<file path="config.mk">
export PLATFORM = sky130hd
export DESIGN_NAME = drone_cmd_rx
export DESIGN_NICKNAME = d
export VERILOG_FILES = /design/src/rtl/drone_pkg.sv /design/src/rtl/drone_cmd_rx_uart_rx.sv /design/src/rtl/drone_cmd_rx.sv
export SDC_FILE = /design/constraint.sdc
export NUM_CORES = 1
export LEC_CHECK = 0
export BUFFER_PORTS_ARGS = -buffer_cell sky130_fd_sc_hd__buf_2
export CORE_ASPECT_RATIO = 1.75
export CORE_MARGIN = 3
export CORE_UTILIZATION = 36
export CTS_BUF_LIST = sky130_fd_sc_hd__clkbuf_16
export CTS_CLUSTER_DIAMETER = 200
export CTS_CLUSTER_SIZE = 10
export DETAILED_ROUTE_END_ITERATION = 16
export PLACE_DENSITY = 0.51
export REMOVE_ABC_BUFFERS = 1
export SLEW_MARGIN = 10
export SYNTH_ARGS = -nofsm -noshare
export SYNTH_HDL_FRONTEND = slang
export SYNTH_HIERARCHICAL = 1
export SYNTH_SLANG_ARGS = --single-unit
</file>
<file path="constraint.sdc">
create_clock -name clk -period 7.4 [get_ports clk]
set_clock_uncertainty 0.2 [all_clocks]
set_input_delay 0.74 -clock clk [delete_from_list [all_inputs] [get_ports clk]]
set_output_delay 0.74 -clock clk [all_outputs]
set_load 0.02 [all_outputs]
</file>
<file path="src/rtl/drone_pkg.sv">
// Shared command codes, UART receiver state encoding and small helpers
// used by the drone command receiver and its UART front end.
package drone_pkg;

  typedef enum logic [1:0] {
    IDLE,
    START,
    DATA,
    STOP
  } uart_state_e;

  localparam logic [7:0] CMD_EMERGENCY = 8'h00;
  localparam logic [7:0] CMD_TAKEOFF   = 8'h01;
  localparam logic [7:0] CMD_LAND      = 8'h02;
  localparam logic [7:0] CMD_FORWARD   = 8'h03;
  localparam logic [7:0] CMD_BACKWARD  = 8'h04;
  localparam logic [7:0] CMD_LEFT      = 8'h05;
  localparam logic [7:0] CMD_RIGHT     = 8'h06;
  localparam logic [7:0] CMD_HOVER     = 8'h07;

  // Bit period in clock cycles, rounded to the nearest whole cycle.
  function automatic int bitPeriod(input int clkHz, input int baud);
    return (clkHz + baud / 2) / baud;
  endfunction

  function automatic logic needsArm(input logic [7:0] code);
    return (code >= CMD_LAND) && (code <= CMD_HOVER);
  endfunction

endpackage

</file>
<file path="src/rtl/drone_cmd_rx_uart_rx.sv">
// 8N1 UART receiver: synchronizes RxD, rejects start-bit glitches and
// reports either a one-cycle byte strobe or a one-cycle framing error.
module uart_rx
  import drone_pkg::*;
#(
  parameter int CLK_HZ = 50_000_000,
  parameter int BAUD   = 115200
) (
  input  logic       clk,
  input  logic       rst_n,
  input  logic       rxd,
  output logic [7:0] data,
  output logic       data_valid,
  output logic       frame_err
);

  localparam int DIV   = bitPeriod(CLK_HZ, BAUD);
  localparam int HALF  = DIV / 2;
  localparam int CNT_W = $clog2(DIV + 1);
  localparam logic [CNT_W-1:0] LAST_FULL = CNT_W'(DIV - 1);
  localparam logic [CNT_W-1:0] LAST_HALF = CNT_W'(HALF - 1);

  uart_state_e      state_q, state_d;
  logic             rxMeta_q, rxSync_q, rxPrev_q;
  logic [CNT_W-1:0] cnt_q, cnt_d;
  logic [2:0]       bitIdx_q, bitIdx_d;
  logic [7:0]       shift_q, shift_d;
  logic             errHold_q, errHold_d;
  logic             valid_q, valid_d;
  logic             ferr_q, ferr_d;

  // Synchronizer and edge-history flops idle high so reset never looks like a start bit.
  always_ff @(posedge clk or negedge rst_n) begin
    if (!rst_n) begin
      rxMeta_q <= 1'b1;
      rxSync_q <= 1'b1;
      rxPrev_q <= 1'b1;
    end else begin
      rxMeta_q <= rxd;
      rxSync_q <= rxMeta_q;
      rxPrev_q <= rxSync_q;
    end
  end

  always_ff @(posedge clk or negedge rst_n) begin
    if (!rst_n) begin
      state_q   <= IDLE;
      cnt_q     <= '0;
      bitIdx_q  <= '0;
      shift_q   <= '0;
      errHold_q <= 1'b0;
      valid_q   <= 1'b0;
      ferr_q    <= 1'b0;
    end else begin
      state_q   <= state_d;
      cnt_q     <= cnt_d;
      bitIdx_q  <= bitIdx_d;
      shift_q   <= shift_d;
      errHold_q <= errHold_d;
      valid_q   <= valid_d;
      ferr_q    <= ferr_d;
    end
  end

  always_comb begin
    state_d   = state_q;
    cnt_d     = cnt_q;
    bitIdx_d  = bitIdx_q;
    shift_d   = shift_q;
    errHold_d = errHold_q;
    valid_d   = 1'b0;
    ferr_d    = 1'b0;
    case (state_q)
      IDLE: begin
        if (rxPrev_q && !rxSync_q) begin
          state_d = START;
          cnt_d   = '0;
        end
      end
      START: begin
        if (cnt_q == LAST_HALF) begin
          cnt_d    = '0;
          bitIdx_d = '0;
          state_d  = rxSync_q ? IDLE : DATA;
        end else begin
          cnt_d = cnt_q + 1'b1;
        end
      end
      DATA: begin
        if (cnt_q == LAST_FULL) begin
          cnt_d    = '0;
          shift_d  = {rxSync_q, shift_q[7:1]};
          bitIdx_d = bitIdx_q + 3'd1;
          if (bitIdx_q == 3'd7) state_d = STOP;
        end else begin
          cnt_d = cnt_q + 1'b1;
        end
      end
      STOP: begin
        // After a bad stop bit, wait for the line to idle before hunting for a new start.
        if (errHold_q) begin
          if (rxSync_q) begin
            errHold_d = 1'b0;
            state_d   = IDLE;
          end
        end else if (cnt_q == LAST_FULL) begin
          cnt_d = '0;
          if (rxSync_q) begin
            valid_d = 1'b1;
            state_d = IDLE;
          end else begin
            ferr_d    = 1'b1;
            errHold_d = 1'b1;
          end
        end else begin
          cnt_d = cnt_q + 1'b1;
        end
      end
      default: state_d = IDLE;
    endcase
  end

  assign data       = shift_q;
  assign data_valid = valid_q;
  assign frame_err  = ferr_q;

endmodule

</file>
<file path="src/rtl/drone_cmd_rx.sv">
// Drone command receiver: decodes UART command bytes into arm state and
// attitude/throttle setpoints, with a link-loss watchdog that levels the craft.
module drone_cmd_rx
  import drone_pkg::*;
#(
  parameter int                 CLK_HZ      = 50_000_000,
  parameter int                 BAUD        = 115200,
  parameter logic        [15:0] TAKEOFF_THR = 16'd3000,
  parameter logic signed [15:0] STEP        = 16'sd500,
  parameter int                 TIMEOUT_CYC = 50_000_000
) (
  input  logic               clk,
  input  logic               rst_n,
  input  logic               RxD,
  output logic               cmd_valid,
  output logic        [7:0]  cmd_code,
  output logic               cmd_err,
  output logic               frame_err,
  output logic               armed,
  output logic        [15:0] throttle_sp,
  output logic signed [15:0] pitch_sp,
  output logic signed [15:0] roll_sp
);

  localparam int WD_W = $clog2(TIMEOUT_CYC + 1);
  localparam logic [WD_W-1:0] WD_MAX = WD_W'(TIMEOUT_CYC);

  logic [7:0]         byteData;
  logic               byteValid;
  logic               armed_q, armed_d;
  logic [15:0]        thr_q, thr_d;
  logic signed [15:0] pitch_q, pitch_d;
  logic signed [15:0] roll_q, roll_d;
  logic [7:0]         code_q, code_d;
  logic               valid_q, valid_d;
  logic               err_q, err_d;
  logic [WD_W-1:0]    wd_q, wd_d;
  logic               wdExpired;

  uart_rx #(
    .CLK_HZ(CLK_HZ),
    .BAUD  (BAUD)
  ) uRx (
    .clk       (clk),
    .rst_n     (rst_n),
    .rxd       (RxD),
    .data      (byteData),
    .data_valid(byteValid),
    .frame_err (frame_err)
  );

  always_ff @(posedge clk or negedge rst_n) begin
    if (!rst_n) begin
      armed_q <= 1'b0;
      thr_q   <= '0;
      pitch_q <= '0;
      roll_q  <= '0;
      code_q  <= '0;
      valid_q <= 1'b0;
      err_q   <= 1'b0;
      wd_q    <= '0;
    end else begin
      armed_q <= armed_d;
      thr_q   <= thr_d;
      pitch_q <= pitch_d;
      roll_q  <= roll_d;
      code_q  <= code_d;
      valid_q <= valid_d;
      err_q   <= err_d;
      wd_q    <= wd_d;
    end
  end

  // Watchdog saturates at the limit so the levelling keeps applying until traffic returns.
  always_comb begin
    wd_d = wd_q;
    if (byteValid || !armed_q) wd_d = '0;
    else if (wd_q != WD_MAX)   wd_d = wd_q + 1'b1;
    wdExpired = armed_q && !byteValid && (wd_d == WD_MAX);
  end

  always_comb begin
    armed_d = armed_q;
    thr_d   = thr_q;
    pitch_d = pitch_q;
    roll_d  = roll_q;
    code_d  = code_q;
    valid_d = 1'b0;
    err_d   = 1'b0;
    if (byteValid) begin
      code_d = byteData;
      if ((byteData > CMD_HOVER) || (!armed_q && needsArm(byteData))) begin
        err_d = 1'b1;
      end else begin
        valid_d = 1'b1;
        case (byteData)
          CMD_EMERGENCY: begin
            armed_d = 1'b0;
            thr_d   = '0;
            pitch_d = '0;
            roll_d  = '0;
          end
          CMD_TAKEOFF: begin
            armed_d = 1'b1;
            thr_d   = TAKEOFF_THR;
            pitch_d = '0;
            roll_d  = '0;
          end
          CMD_LAND: begin
            armed_d = 1'b0;
            thr_d   = '0;
          end
          CMD_FORWARD: begin
            pitch_d = STEP;
            roll_d  = '0;
          end
          CMD_BACKWARD: begin
            pitch_d = -STEP;
            roll_d  = '0;
          end
          CMD_LEFT: begin
            roll_d  = -STEP;
            pitch_d = '0;
          end
          CMD_RIGHT: begin
            roll_d  = STEP;
            pitch_d = '0;
          end
          CMD_HOVER: begin
            pitch_d = '0;
            roll_d  = '0;
          end
          default: ;
        endcase
      end
    end else if (wdExpired) begin
      pitch_d = '0;
      roll_d  = '0;
    end
  end

  assign cmd_valid   = valid_q;
  assign cmd_err     = err_q;
  assign cmd_code    = code_q;
  assign armed       = armed_q;
  assign throttle_sp = thr_q;
  assign pitch_sp    = pitch_q;
  assign roll_sp     = roll_q;

endmodule

</file>
# After elaboration in Yosys (flattened, before gate mapping)
# Index checks and enable logic that the tools add are counted.
[classes]
add_sub_neg = 3
order_cmp = 3
n_eq_ne = 24
muxes = 41
bitwise_logic = 1
reduce_logical = 25
[op_table]
columns = ["operator", "n"]
rows = [
  ["case mux 16 bit (3 select lines)", 2],
  ["2-to-1 mux 16 bit", 5],
  ["2-to-1 mux 26 bit", 2],
  ["2-to-1 mux 9 bit", 4],
  ["case mux 9 bit (4 select lines)", 1],
  ["equality test 8 x 3 -> 1 bit (second input constant)", 4],
  ["case mux 16 bit (2 select lines)", 1],
  ["adder 26 x 1 -> 26 bit (second input constant)", 1],
  ["equality test 26 bit (second input constant)", 1],
  ["inequality test 26 bit (second input constant)", 1],
  ["equality test 8 x 2 -> 1 bit (second input constant)", 2],
  ["2-to-1 mux 2 bit", 8],
  ["2-to-1 mux 1 bit", 13],
  ["AND reduction 3 bit", 4],
  ["OR reduction 5 bit", 2],
  ["adder 9 x 1 -> 9 bit (second input constant)", 1],
  ["equality test 9 x 8 -> 1 bit (second input constant)", 1],
  ["equality test 9 bit (second input constant)", 1],
  ["equality test 8 x 1 -> 1 bit (second input constant)", 1],
  ["greater-or-equal comparator 8 x 2 -> 1 bit (second input constant)", 1],
  ["greater-than comparator 8 x 3 -> 1 bit (second input constant)", 1],
  ["less-or-equal comparator 8 x 3 -> 1 bit (second input constant)", 1],
  ["logical NOT 8 bit", 1],
  ["inequality test 2 x 1 -> 1 bit (second input constant)", 4],
  ["other kinds (20)", 34],
]
[word_totals]
regBits = 113
inputBits = 3
word_cells = 115

# Logic depth before layout (Yosys ltp)
# Gate-level depths: netlist of run 1.
[logic_depth]
word_depth = 7
depth_mapped = 9

# Hierarchy
# The synthesis of run 1 kept the hierarchy.
[by_module_without_submodules]
columns = ["module", "instances", "cells_per_inst", "area_per_inst_um2", "seq_area_each_um2"]
rows = [
  ["drone_cmd_rx", 1, 313, 2806.4, 1076.0],
  ["uart_rx", 1, 135, 1418.9, 704.4],
]

# Worst setup path before layout of run 1
# OpenSTA, ideal clock, no wires.
[synth_path]
path_type = "flip-flop to flip-flop"
from = "register wd_q[1]"
to = "register pitch_q[14] (netlist: pitch_sp[14])"
setup_time_ns = 0.133
arrival_ns = 2.072
setup_slack_ns = 4.995
stages_incl_launch_ff = 8
n_path_buf = 0
path_cell_list = "dfrtp_1 ha_1 nand4_1 nor3_1 a31o_2 nand4b_1 nor4_4 o21ai_1"
[synth_between]
elab_chain_len = 7
elab_cells_between_ends = 8
cone_classes = "add/sub (1); eq/ne (2); mux (2); reduce/logical (3)"
[synth_lines]
columns = ["item", "line_no", "source"]
rows = [
  ["start, declared", "drone_cmd_rx.sv:37", "logic [WD_W-1:0] wd_q, wd_d;"],
  ["start signal, assigned", "drone_cmd_rx.sv:70", "wd_q <= wd_d;"],
  ["adder 26 x 1 -> 26 bit / inequality test 26 bit (equally long branches)", "drone_cmd_rx.sv:78", "else if (wd_q != WD_MAX) wd_d = wd_q + 1'b1;"],
  ["2-to-1 mux 26 bit *", "drone_cmd_rx.sv:78", ""],
  ["2-to-1 mux 26 bit *", "drone_cmd_rx.sv:77", "if (byteValid || !armed_q) wd_d = '0;"],
  ["equality test 26 bit *", "drone_cmd_rx.sv:79", "wdExpired = armed_q && !byteValid && (wd_d == WD_MAX);"],
  ["logical AND 1 bit *", "drone_cmd_rx.sv:79", ""],
  ["nonzero test 2 bit (no line) *", "-", ""],
  ["AND reduction 3 bit (no line) *", "-", ""],
  ["end signal, assigned", "drone_cmd_rx.sv:65", "pitch_q <= pitch_d;"],
  ["end, declared", "drone_cmd_rx.sv:32", "logic signed [15:0] pitch_q, pitch_d;"],
]
# Mark *: on every way between the ends. The rest lies on a longest branch, timed or not.
# A chain may end at the register's enable or synchronous reset.

# Worst setup path in the final report of run 1
[layout_path]
from = "register wd_q[1]"
to = "register roll_q[8] (netlist: roll_sp[8])"
[layout_between]
elab_chain_len = 7
elab_cells_between_ends = 8
cone_classes = "add/sub (1); eq/ne (2); mux (2); reduce/logical (3)"
[layout_lines]
columns = ["item", "line_no", "source"]
rows = [
  ["adder 26 x 1 -> 26 bit / inequality test 26 bit (equally long branches)", "drone_cmd_rx.sv:78", ""],
  ["2-to-1 mux 26 bit *", "drone_cmd_rx.sv:78", ""],
  ["2-to-1 mux 26 bit *", "drone_cmd_rx.sv:77", ""],
  ["equality test 26 bit *", "drone_cmd_rx.sv:79", ""],
  ["logical AND 1 bit *", "drone_cmd_rx.sv:79", ""],
  ["nonzero test 2 bit (no line) *", "-", ""],
  ["AND reduction 3 bit (no line) *", "-", ""],
  ["end signal, assigned", "drone_cmd_rx.sv:66", "roll_q <= roll_d;"],
  ["end, declared", "drone_cmd_rx.sv:33", "logic signed [15:0] roll_q, roll_d;"],
]
# Marked as above.

==> results.yml, run 1 <==
outcome:
  status: "finished clean"
clock_tree:
  cts_root_buffer: "clkbuf_16"
  clk_pin_slew_ns: 0.06
  postCtsSetupBuffers: 0
  insertion_delay_ns: 0.33
  cts_buffer_depth: 2
  cts.htree.levels: 3
  cts.repair.resized: 0
  cts-buffers-inserted: 9
  cts_tree: "done"
  cts_sinks: 71
  cts-hold-fix-buffers: 0
route:
  wl_per_cell_um: 16.1
  antenna_left: 0
  drt_iter0_markers: 212
  dr.pass1.iters: 4
  via_per_inst: 5.38
  drc_errors: 0
  wl_um: 9590
  vias: 3209
yosys:
  netlist_area_mm2: 0.00423
  synth-compound-area-share_pct: 11.4
  synthXorXnorAreaFrac_pct: 4.56
  seq_area_frac_synth_pct: 42.1
  avgSynthCellArea_um2: 9.43
  synthDistinctLibCells: 67
  synthMuxAreaShare_pct: 5.36
  synth_top_family_by_area: "simple AND/OR/NAND/NOR gates"
  async_reset_ff_share_pct: 100
  ys.flop_type: "dfrtp_1"
  synth-seq-cells: 71
  postSynthCellCount: 448
  synth_edf_count: 0
  synthAdderAreaFrac_pct: 2.07
  synthSimpleGateAreaFrac_pct: 23.6
  yosys_warnings: 6
floorplanning:
  coreArea_mm2: 0.0113
  io_pins: 63
  rows: 51
  initial_core_util_pct: 37.4
  dieHeight_um: 149
  fp.dieW_um: 87.9
  die_area_mm2: 0.0131
timing:
  finalHoldViolCount: 0
  period_share_pct: 38.9
  setup_violations: 0
  fmax_ghz: 0.347
  relSlewSlack_pct: 39.5
  layout_min_cycle_time_ns: 2.88
  rsz0062_at_grt: "no"
  worstMarginPinSlew_ns: 0.908
  setup_tns_ns: 0
  final_max_slew_viol_count: 0
global_route:
  grt_pass1_wl_um: 15700
  grt.total_usage_pct: 15.3
  grt_pass1_vias: 3197
  antenna_found_initial: 0
  grt-ovfl-total: 0
  grt_max_degree: 72
worst_hold_path:
  hold_path_class: "reg2reg"
pwr:
  p_leak_nw: 2.05
  clockPowerShare_pct: 44.0
  finalPower_w: 0.000903
  pwr_density_cell_mw_per_mm2: 198
  switching_share_pct: 27.0
  power_frac_comb_pct: 7.8
  power.switching_w: 0.000244
  p_int_w: 0.000660
  ir_drop_mv: 0.129
  seq_power_share_pct: 48.2
setup_path:
  crit_type: "reg2reg"
  required_ns: 7.40
  start_kind: "register"
  arrival_ns: 2.88
  critPathCaptureType: "register"
  critical_path_peak_fanout: 8
flow_run:
  maxCapViolations: 0
finish:
  fin_nets: 470
  fin_cells: 597
  fillers: 1130
  antenna_cells: 0
  drive_gt1_share_pct: 22.6
  syn2layout_area_growth_pct: 7.82
  final_area_mm2: 0.00456
place:
  dp.final_hpwl_um: 6920
  dpl_cell_area_mm2: 0.00428
  place.gp.congestion: 0.844
  post-place-cells: 581
  io_buffers: 49
-- path summary, 6_finish.rpt --
kind | start | end | slack, ns | cells after the start
worst min-delay path | uRx/rxMeta_q | uRx/rxSync_q | 0.15 | 0
max in group asynchronous | rst_n | cmd_code[7] | 6.07 | 1
min in group asynchronous | rst_n | wd_q[19] | 0.34 | 1
worst min register to register | uRx/rxMeta_q | uRx/rxSync_q | 0.15 | 0
worst max register to register | wd_q[1] | roll_sp[8] | 4.52 | 8
worst max-delay path | wd_q[1] | roll_sp[8] | 4.52 | 8
-- layout by cell type, fill, tap and decap left out, types with 3 or more instances in the layout --
cell type / instances
a21oi_1: 12
a31oi_1: 5
and3_1: 3
and4_1: 4
buf_2: 48
clkbuf_16: 9
conb_1: 13
dfrtp_1: 68
dfstp_2: 3
ha_1: 7
inv_1: 13
mux2_2: 16
nand2_1: 43
nand2b_1: 6
nand3_1: 21
nand4_1: 10
nor2_1: 42
nor3_1: 12
nor4_1: 10
o211ai_1: 9
o21ai_0: 19
o21ai_1: 4
o22ai_1: 3
or3_1: 4
xnor2_1: 16
xor2_1: 6
-- final cells by class --
class / instances / area (µm²) / share of cell area [%]
Clock buffer: 9 / 225 / 4.94
Clock inverter: 7 / 46.3 / 1.02
Inverter: 13 / 48.8 / 1.07
Multi-Input combinational cell: 315 / 2030 / 44.7
Sequential cell: 71 / 1780 / 39.1
Tap cell: 132 / 165 / 3.63
Timing Repair Buffer: 50 / 255 / 5.60
-- cell usage after synthesis (2+ instances only) --
library cell,n,area [µm²]
dfrtp_1,68,1700
buf_4,45,338
nand2_1,43,161
nor2_1,42,158
nand3_1,21,105
o21ai_0,19,95.1
mux2_2,16,180
xnor2_1,16,140
inv_1,13,48.8
a21oi_1,12,60.1
nor3_1,12,60.1
nand4_1,10,62.6
nor4_1,10,62.6
o211ai_1,9,67.6
clkbuf_1,8,30.0
buf_2,7,35.0
ha_1,7,87.6
nand2b_1,6,37.5
xor2_1,6,52.6
a31oi_1,5,31.3
and4_1,4,35.0
o21ai_1,4,20.0
or3_1,4,25.0
and3_1,3,18.8
dfstp_2,3,78.8
o22ai_1,3,18.8
a31o_2,2,17.5
mux2i_1,2,20.0
nand2_2,2,12.5
nand3b_1,2,15.0
nand4_2,2,25.0
nor2b_1,2,12.5
nor4b_1,2,17.5
o2111ai_1,2,17.5
o21a_1,2,15.0
or3b_2,2,17.5
or4_1,2,15.0
-- stage by stage --
step / worst slack [ns] / hold WS (ns) / utilization (%)
3_3_place_gp: 4.60 / 0.150 / 37.9
3_5_place_dp: 4.55 / 0.147 / 37.9
4_1_cts: 4.53 / 0.156 / 40.3
6_report: 4.52 / 0.155 / 40.3
2_1_floorplan: 4.07 / 0.145 / -
5_1_grt: 4.15 / 0.165 / 40.3
-- registers in the layout (all words and copies together) (netlist names), 3 cells and up, named ones only --
name,count
roll_sp,3
uRx/data,8
wd_q,26
pitch_sp,3
uRx/cnt_q,9
uRx/bitIdx_q,3
cmd_code,8
-- metal layers --
layer / vias up / track usage [%] / routed length, µm
li1: 1555 / - / -
met1: 1568 / 17.8 / 3840
met2: 63 / 25.9 / 5120
met4: 0 / 8.37 / 365
met3: 23 / 2.65 / 268
met5: - / 0 / 0
-- cell families after synthesis --
group           after synthesis
flops                        71
mux                          20
xor+xnor                     22
other cells                   1
compound gates               72
fa+ha+maj                     7
buf+inv                      74
simple gates                181
-- worst max-delay path, stage by stage, from the launching register on --
cell	delay [ns]
dfrtp_1	0.46
ha_1	0.34
nand4_1	0.30
nor3_1	0.45
nand2_1	0.10
o21ai_0	0.12
nand4_1	0.17
nor4_4	0.47
o21ai_1	0.13
-- power groups by stage --
| stage | Sequential (W) | Combinational [W] | Clock, W |
|---|---|---|---|
| floorplan | 0.000434 | 0.0000526 | 0 |
| global placement | 0.000442 | 0.0000710 | 0 |
| detailed placement | 0.000442 | 0.0000725 | 0 |
| CTS | 0.000436 | 0.0000725 | 0.000408 |
| global route | 0.000439 | 0.0000827 | 0.000426 |
| finish | 0.000435 | 0.0000706 | 0.000398 |
Power figures use the tool's default switching activity.
==> run 2: changes to the inputs <==
--- a/config.mk
+++ b/config.mk
@@ -5,6 +5,7 @@
 export SDC_FILE = /design/constraint.sdc
 export NUM_CORES = 1
 export LEC_CHECK = 0
+export ABC_AREA = 1
 export BUFFER_PORTS_ARGS = -buffer_cell sky130_fd_sc_hd__buf_2
 export CORE_ASPECT_RATIO = 1.75
 export CORE_MARGIN = 3
@@ -13,7 +14,7 @@
 export CTS_CLUSTER_DIAMETER = 200
 export CTS_CLUSTER_SIZE = 10
 export DETAILED_ROUTE_END_ITERATION = 16
-export PLACE_DENSITY = 0.51
+export PLACE_DENSITY = 0.52
 export REMOVE_ABC_BUFFERS = 1
 export SLEW_MARGIN = 10
 export SYNTH_ARGS = -nofsm -noshare
==> constraint.sdc (replaced) <==
create_clock -name clk -period 2.5 [get_ports clk]
set_clock_uncertainty 0.2 [all_clocks]
set_input_delay 0.25 -clock clk [delete_from_list [all_inputs] [get_ports clk]]
set_output_delay 0.25 -clock clk [all_outputs]
set_load 0.02 [all_outputs]
==> results.yml, run 2 <==
outcome:
  status: "finished clean"
floorplanning:
  die_area_mm2: 0.0136
  dieHeight_um: 152
  rows: 52
  coreArea_mm2: 0.0117
  fp.dieW_um: 89.3
  io_pins: 63
  initial_core_util_pct: 37.3
global_route:
  grt.total_usage_pct: 16.2
  grt_pass1_vias: 3660
  grt-ovfl-total: 0
  grt_max_degree: 43
  antenna_found_initial: 0
  grt_pass1_wl_um: 17100
yosys:
  netlist_area_mm2: 0.00437
  yosys_warnings: 6
  synth-seq-cells: 71
  synth.area.top_cells: "dfrtp_1 39%, nand2_1 15%, inv_1 7.4%"
  ys.flop_type: "dfrtp_1"
  synthDistinctLibCells: 38
  synth.top_cells.by_count: "172 x nand2_1, 86 x inv_1, 70 x nor2_1, 68 x dfrtp_1, 50 x nand3_1"
  synth_edf_count: 0
  synth_top_area_share_pct: 38.9
  synth_area_leader_cell: "dfrtp_1"
  synth.most_common_cell: "nand2_1"
  async_reset_ff_share_pct: 100
  seq_area_frac_synth_pct: 40.7
  postSynthCellCount: 600
  avgSynthCellArea_um2: 7.29
place:
  pre_cts_slack_ns: -0.00697
  place.gp.congestion: 0.930
  dpl_cell_area_mm2: 0.00456
  dp.final_hpwl_um: 8240
  io_buffers: 49
worst_hold_path:
  hold_path_class: "reg2reg"
pwr:
  ir_drop_mv: 0.447
  pwr_density_cell_mw_per_mm2: 594
  p_leak_nw: 2.79
setup_path:
  critPathCaptureType: "register"
  required_ns: 2.52
  crit_type: "reg2reg"
  critical_path_peak_fanout: 6
  arrival_ns: 2.39
  start_kind: "register"
timing:
  period_share_pct: 94.6
  fmax_ghz: 0.423
  worst_slack_ns: 0.135
  rsz0062_at_grt: "yes"
  finalHoldViolCount: 0
  setup_violations: 0
  layout_min_cycle_time_ns: 2.37
  final_max_slew_viol_count: 0
route:
  wl_per_cell_um: 13.5
  antenna_left: 0
  wl_um: 10500
  via_per_inst: 4.78
  drt_iter0_markers: 136
  drc_errors: 0
  dr.pass1.iters: 4
  vias: 3726
finish:
  top_regs: "wd_q x26, uRx/cnt_q x9"
  largest_reg_flops: 26
  syn2layout_area_growth_pct: 16.1
  layout_common_cells: "167 x nand2_1, 84 x inv_1, 62 x nor2_1, 62 x dfrtp_1, 48 x buf_2"
  drive_gt1_share_pct: 21.2
  antenna_cells: 0
  fin_nets: 650
  regMostFlops: "wd_q"
  final_area_mm2: 0.00507
  post-route-util_pct: 43.3
  final_common_cell: "nand2_1"
clock_tree:
  cts_root_buffer: "clkbuf_16"
  cts_buffer_depth: 2
  cts.htree.levels: 3
  cts_sinks: 71
  clk_pin_slew_ns: 0.06
  cts_tree: "done"
  insertion_delay_ns: 0.33
  cts-buffers-inserted: 9
flow_run:
  maxCapViolations: 0
==> run 2: cell count changes after synthesis, moves of 16 or more <==
cell	previous run	this run
inv_1	13	86
mux2_2	16	0
nand2_1	43	172
nand3_1	21	50
nor2_1	42	70
xnor2_1	16	0
==> run 2: cells by family (layout without fill, tap and decap cells) <==
logic type                 after synthesis  after routing  share of synthesized area (%)
adders and majority gates                7              7                           2.00
buffers and inverters                  135            168                           15.5
AOI/OAI and AO/OA                       38             38                           5.04
other                                    1             13                         0.0858
xor gates and xnor gates                 5              5                           1.00
and+or+nand+nor                        343            343                           35.7
DFF                                     71             71                           40.7
==> run 2: critical path, stage by stage (launching register included) <==
cell and delay, ns:
dfrtp_2 0.41, buf_6 0.12, nand2_4 0.06, nor2_4 0.17, nand2_4 0.12, nor2_8 0.16, nand2_2 0.06, nand3_2 0.07
nand2_1 0.05, nor2_1 0.11, nand3_1 0.14, nor2_1 0.12, nand2_1 0.12, nand2_2 0.13, nand2_4 0.08, nand2_1 0.07
nand2_1 0.05
==> run 2: where the power goes <==
group,internal (W),switching (W)
sequential,0.00118,0.0000274
clock,0.000988,0.000507
combinational,0.0000872,0.000219
==> run 2: final cells by class <==
cell class              instances  area, µm²
repair buffers                 63        387
fillers                      1204       6640
clock buffers                   9        225
clock inverters                 7        128
flip-flops and latches         71       1790
well taps                     135        169
inverters                      89        337
multi-input cells             406       2040
==> run 2: path summary, 6_finish.rpt <==
check	startpoint	endpoint	slack, ns	depth (start not counted)
min in group asynchronous	rst_n	wd_q[19]	0.21	2
max in group asynchronous	rst_n	wd_q[7]	1.32	3
setup / recovery	wd_q[1]	pitch_sp[14]	0.13	16
hold reg to reg	uRx/rxMeta_q	uRx/rxSync_q	0.16	0
setup reg to reg	wd_q[1]	pitch_sp[14]	0.13	16
hold / removal	uRx/rxMeta_q	uRx/rxSync_q	0.16	0
==> run 2: stage by stage <==
stage / power, W / hold WS [ns] / std cells / setup TNS [ns]
after detailed placement: 0.00153 / 0.0246 / 755 / -0.00702
final: 0.00301 / 0.158 / 780 / 0
after global routing: 0.00315 / 0.164 / 780 / -0.0657
after floorplan: 0.00144 / -0.246 / 566 / -15.17
after global placement: 0.00153 / 0.0219 / 755 / 0
after CTS: 0.00305 / 0.161 / 773 / 0
==> run 2: layer usage <==
layer	global-route usage, %	wire [µm]	vias to the layer above
met5	0	0	-
met4	8.66	466	0
met3	3.52	314	25
met2	29.0	5830	76
met1	16.8	3920	1720
li1	-	-	1905
==> run 2: repair_timing <==
action	in CTS	in global routing
gates cloned	0	0
hold buffers	2	0
setup endpoints to repair	6	6
endpoints found under the hold margin	30	0
buffers inserted	0	7
resized for setup	1	31
pin swaps	0	12
==> run 3: changes to the inputs <==
--- a/config.mk
+++ b/config.mk
@@ -9,12 +9,12 @@
 export BUFFER_PORTS_ARGS = -buffer_cell sky130_fd_sc_hd__buf_2
 export CORE_ASPECT_RATIO = 1.75
 export CORE_MARGIN = 3
-export CORE_UTILIZATION = 36
+export CORE_UTILIZATION = 52
 export CTS_BUF_LIST = sky130_fd_sc_hd__clkbuf_16
 export CTS_CLUSTER_DIAMETER = 200
 export CTS_CLUSTER_SIZE = 10
 export DETAILED_ROUTE_END_ITERATION = 16
-export PLACE_DENSITY = 0.52
+export PLACE_DENSITY = 0.72
 export REMOVE_ABC_BUFFERS = 1
 export SLEW_MARGIN = 10
 export SYNTH_ARGS = -nofsm -noshare
==> results.yml, run 3 (same netlist as run 2, synthesis figures left out) <==
outcome:
  status: "finished clean"
pwr:
  pwr_density_cell_mw_per_mm2: 590
  ir_drop_mv: 0.683
  finalPower_w: 0.00296
  p_leak_nw: 2.79
setup_path:
  start_kind: "register"
  rr_startpoint: "wd_q[1]"
  arrival_ns: 2.42
  cp_slowest_cell: "dfrtp_1"
  critical_path_peak_fanout: 6
  max_stage_delay_ns: 0.42
  critPathCaptureType: "register"
  worst_path_most_repeated_cell: "nand2_2"
  worst-path-buf-inv: 0
  path_cells: "ha_4 -> nand2_4 -> nor2_4 -> nand2_2 -> nor2_4 -> nand2_2 -> nand2_2 -> nand3_2 -> nor2_1 -> nand2_1 -> nor3_2 -> nand2_2 -> nand2_4 -> nand2_4 -> nand2_2 -> nand2_2"
  critPathLaunch: "wd_q[1]"
  cp_top_family: "simple AND/OR/NAND/NOR gates"
  crit_type: "reg2reg"
  required_ns: 2.52
timing:
  final_max_slew_viol_count: 0
  finalHoldViolCount: 0
  period_share_pct: 95.7
  setup_violations: 0
  layout_min_cycle_time_ns: 2.39
  relSlewSlack_pct: 66.0
  worstMarginPinSlew_ns: 0.510
  setup_tns_ns: 0
  fmax_ghz: 0.418
  whs_ns: 0.156
  rsz0062_at_grt: "yes"
route:
  wl_per_cell_um: 14.0
  drc_errors: 0
  dr.pass1.iters: 5
  via_per_inst: 5.23
  vias: 3837
  drt_iter0_markers: 233
  wl_um: 10300
  antenna_left: 0
finish:
  final_common_cell: "nand2_1"
  syn2layout_area_growth_pct: 14.7
  fin_cells: 733
  largest_reg_flops: 26
  fin_nets: 648
  final_area_mm2: 0.00502
  layout_common_cells: "160 x nand2_1, 86 x inv_1, 63 x dfrtp_1"
  top_regs: "wd_q x26, uRx/cnt_q x9"
  regMostFlops: "wd_q"
  antenna_cells: 0
  drive_gt1_share_pct: 22.6
place:
  post-place-cells: 709
  dpl_cell_area_mm2: 0.00446
  dp.final_hpwl_um: 7600
  place.gp.congestion: 0.941
  io_buffers: 49
global_route:
  grt_max_degree: 29
  grt-ovfl-total: 0
  grt_pass1_vias: 3712
  antenna_found_initial: 0
  grt_pass1_wl_um: 16400
  grt.total_usage_pct: 22.2
clock_tree:
  cts_buffer_depth: 2
  cts-buffers-inserted: 9
  clk_pin_slew_ns: 0.05
  insertion_delay_ns: 0.34
  cts.htree.levels: 3
  cts_sinks: 71
  cts_tree: "done"
  cts_root_buffer: "clkbuf_16"
floorplanning:
  io_pins: 63
  coreArea_mm2: 0.00807
  rows: 43
  fp.dieW_um: 75.3
  die_area_mm2: 0.00959
  initial_core_util_pct: 54.2
  dieHeight_um: 127
worst_hold_path:
  min-delay-start: "uRx/rxMeta_q"
  hold_path_class: "reg2reg"
flow_run:
  maxCapViolations: 0
run 3: cell types whose count changed in the layout (fill, tap and decap cells not counted), moves of 2 or more:
| cell | before | now |
|---|---|---|
| nand2_2 | 13 | 19 |
| inv_1 | 84 | 86 |
| nor2_1 | 62 | 58 |
| buf_12 | 2 | 0 |
| nor2_2 | 11 | 15 |
| nand2_1 | 167 | 160 |
run 3: worst paths after layout:
| check | end | slack, ns | cells past startpoint |
|---|---|---|---|
| max in group asynchronous | uRx/rxPrev_q | 1.12 | 3 |
| worst max-delay path | pitch_sp[8] | 0.11 | 16 |
| worst max register to register | pitch_sp[8] | 0.11 | 16 |
| worst min register to register | uRx/rxSync_q | 0.16 | 0 |
| worst min-delay path | uRx/rxSync_q | 0.16 | 0 |
| min in group asynchronous | wd_q[15] | 0.22 | 2 |
run 3: what timing repair did:
action,CTS,global route
buffers inserted,0,6
pin swaps,0,16
endpoints found under the setup margin,6,6
hold buffers,2,0
endpoints found under the hold margin,19,0
gates resized for setup,2,45
run 3: stage by stage:
step           setup WS (ns)  utilization [%]
6_report               0.107             62.2
5_1_grt               -0.106             62.2
4_1_cts               0.0545             59.8
3_5_place_dp        0.000161             55.3
3_3_place_gp           0.124             55.3
2_1_floorplan          -1.07                -
run 3: layout make-up:
cell class / instances / area, µm²
multi-input combinational: 406 / 2100
timing repair buffer: 61 / 344
fill: 712 / 3050
clock inverter: 7 / 114
sequential: 71 / 1790
tap: 90 / 113
inverter: 89 / 337
clock buffer: 9 / 225
run 3: per-layer routing:
| metal | track usage (%) | up-vias | wire, µm |
|---|---|---|---|
| met5 | 0 | - | 0 |
| met4 | 12.8 | 0 | 420 |
| li1 | - | 1899 | - |
| met1 | 23.9 | 1794 | 3730 |
| met3 | 4.02 | 32 | 393 |
| met2 | 38.8 | 112 | 5750 |
run 3: worst reg2reg max path: cells and delay by family (launching register included):
| family | cells | cell delay, ns |
|---|---|---|
| AND/OR/NAND/NOR | 15 | 1.48 |
| flip-flops | 1 | 0.42 |
| adder cells (fa/ha/maj) | 1 | 0.19 |
run 3: power breakdown:
part | internal, W | switching, W | leakage (nW) | total [W]
combinational | 0.0000853 | 0.000215 | 1.65 | 0.000301
clock | 0.000968 | 0.000479 | 0.168 | 0.00145
sequential | 0.00118 | 0.0000267 | 0.969 | 0.00121
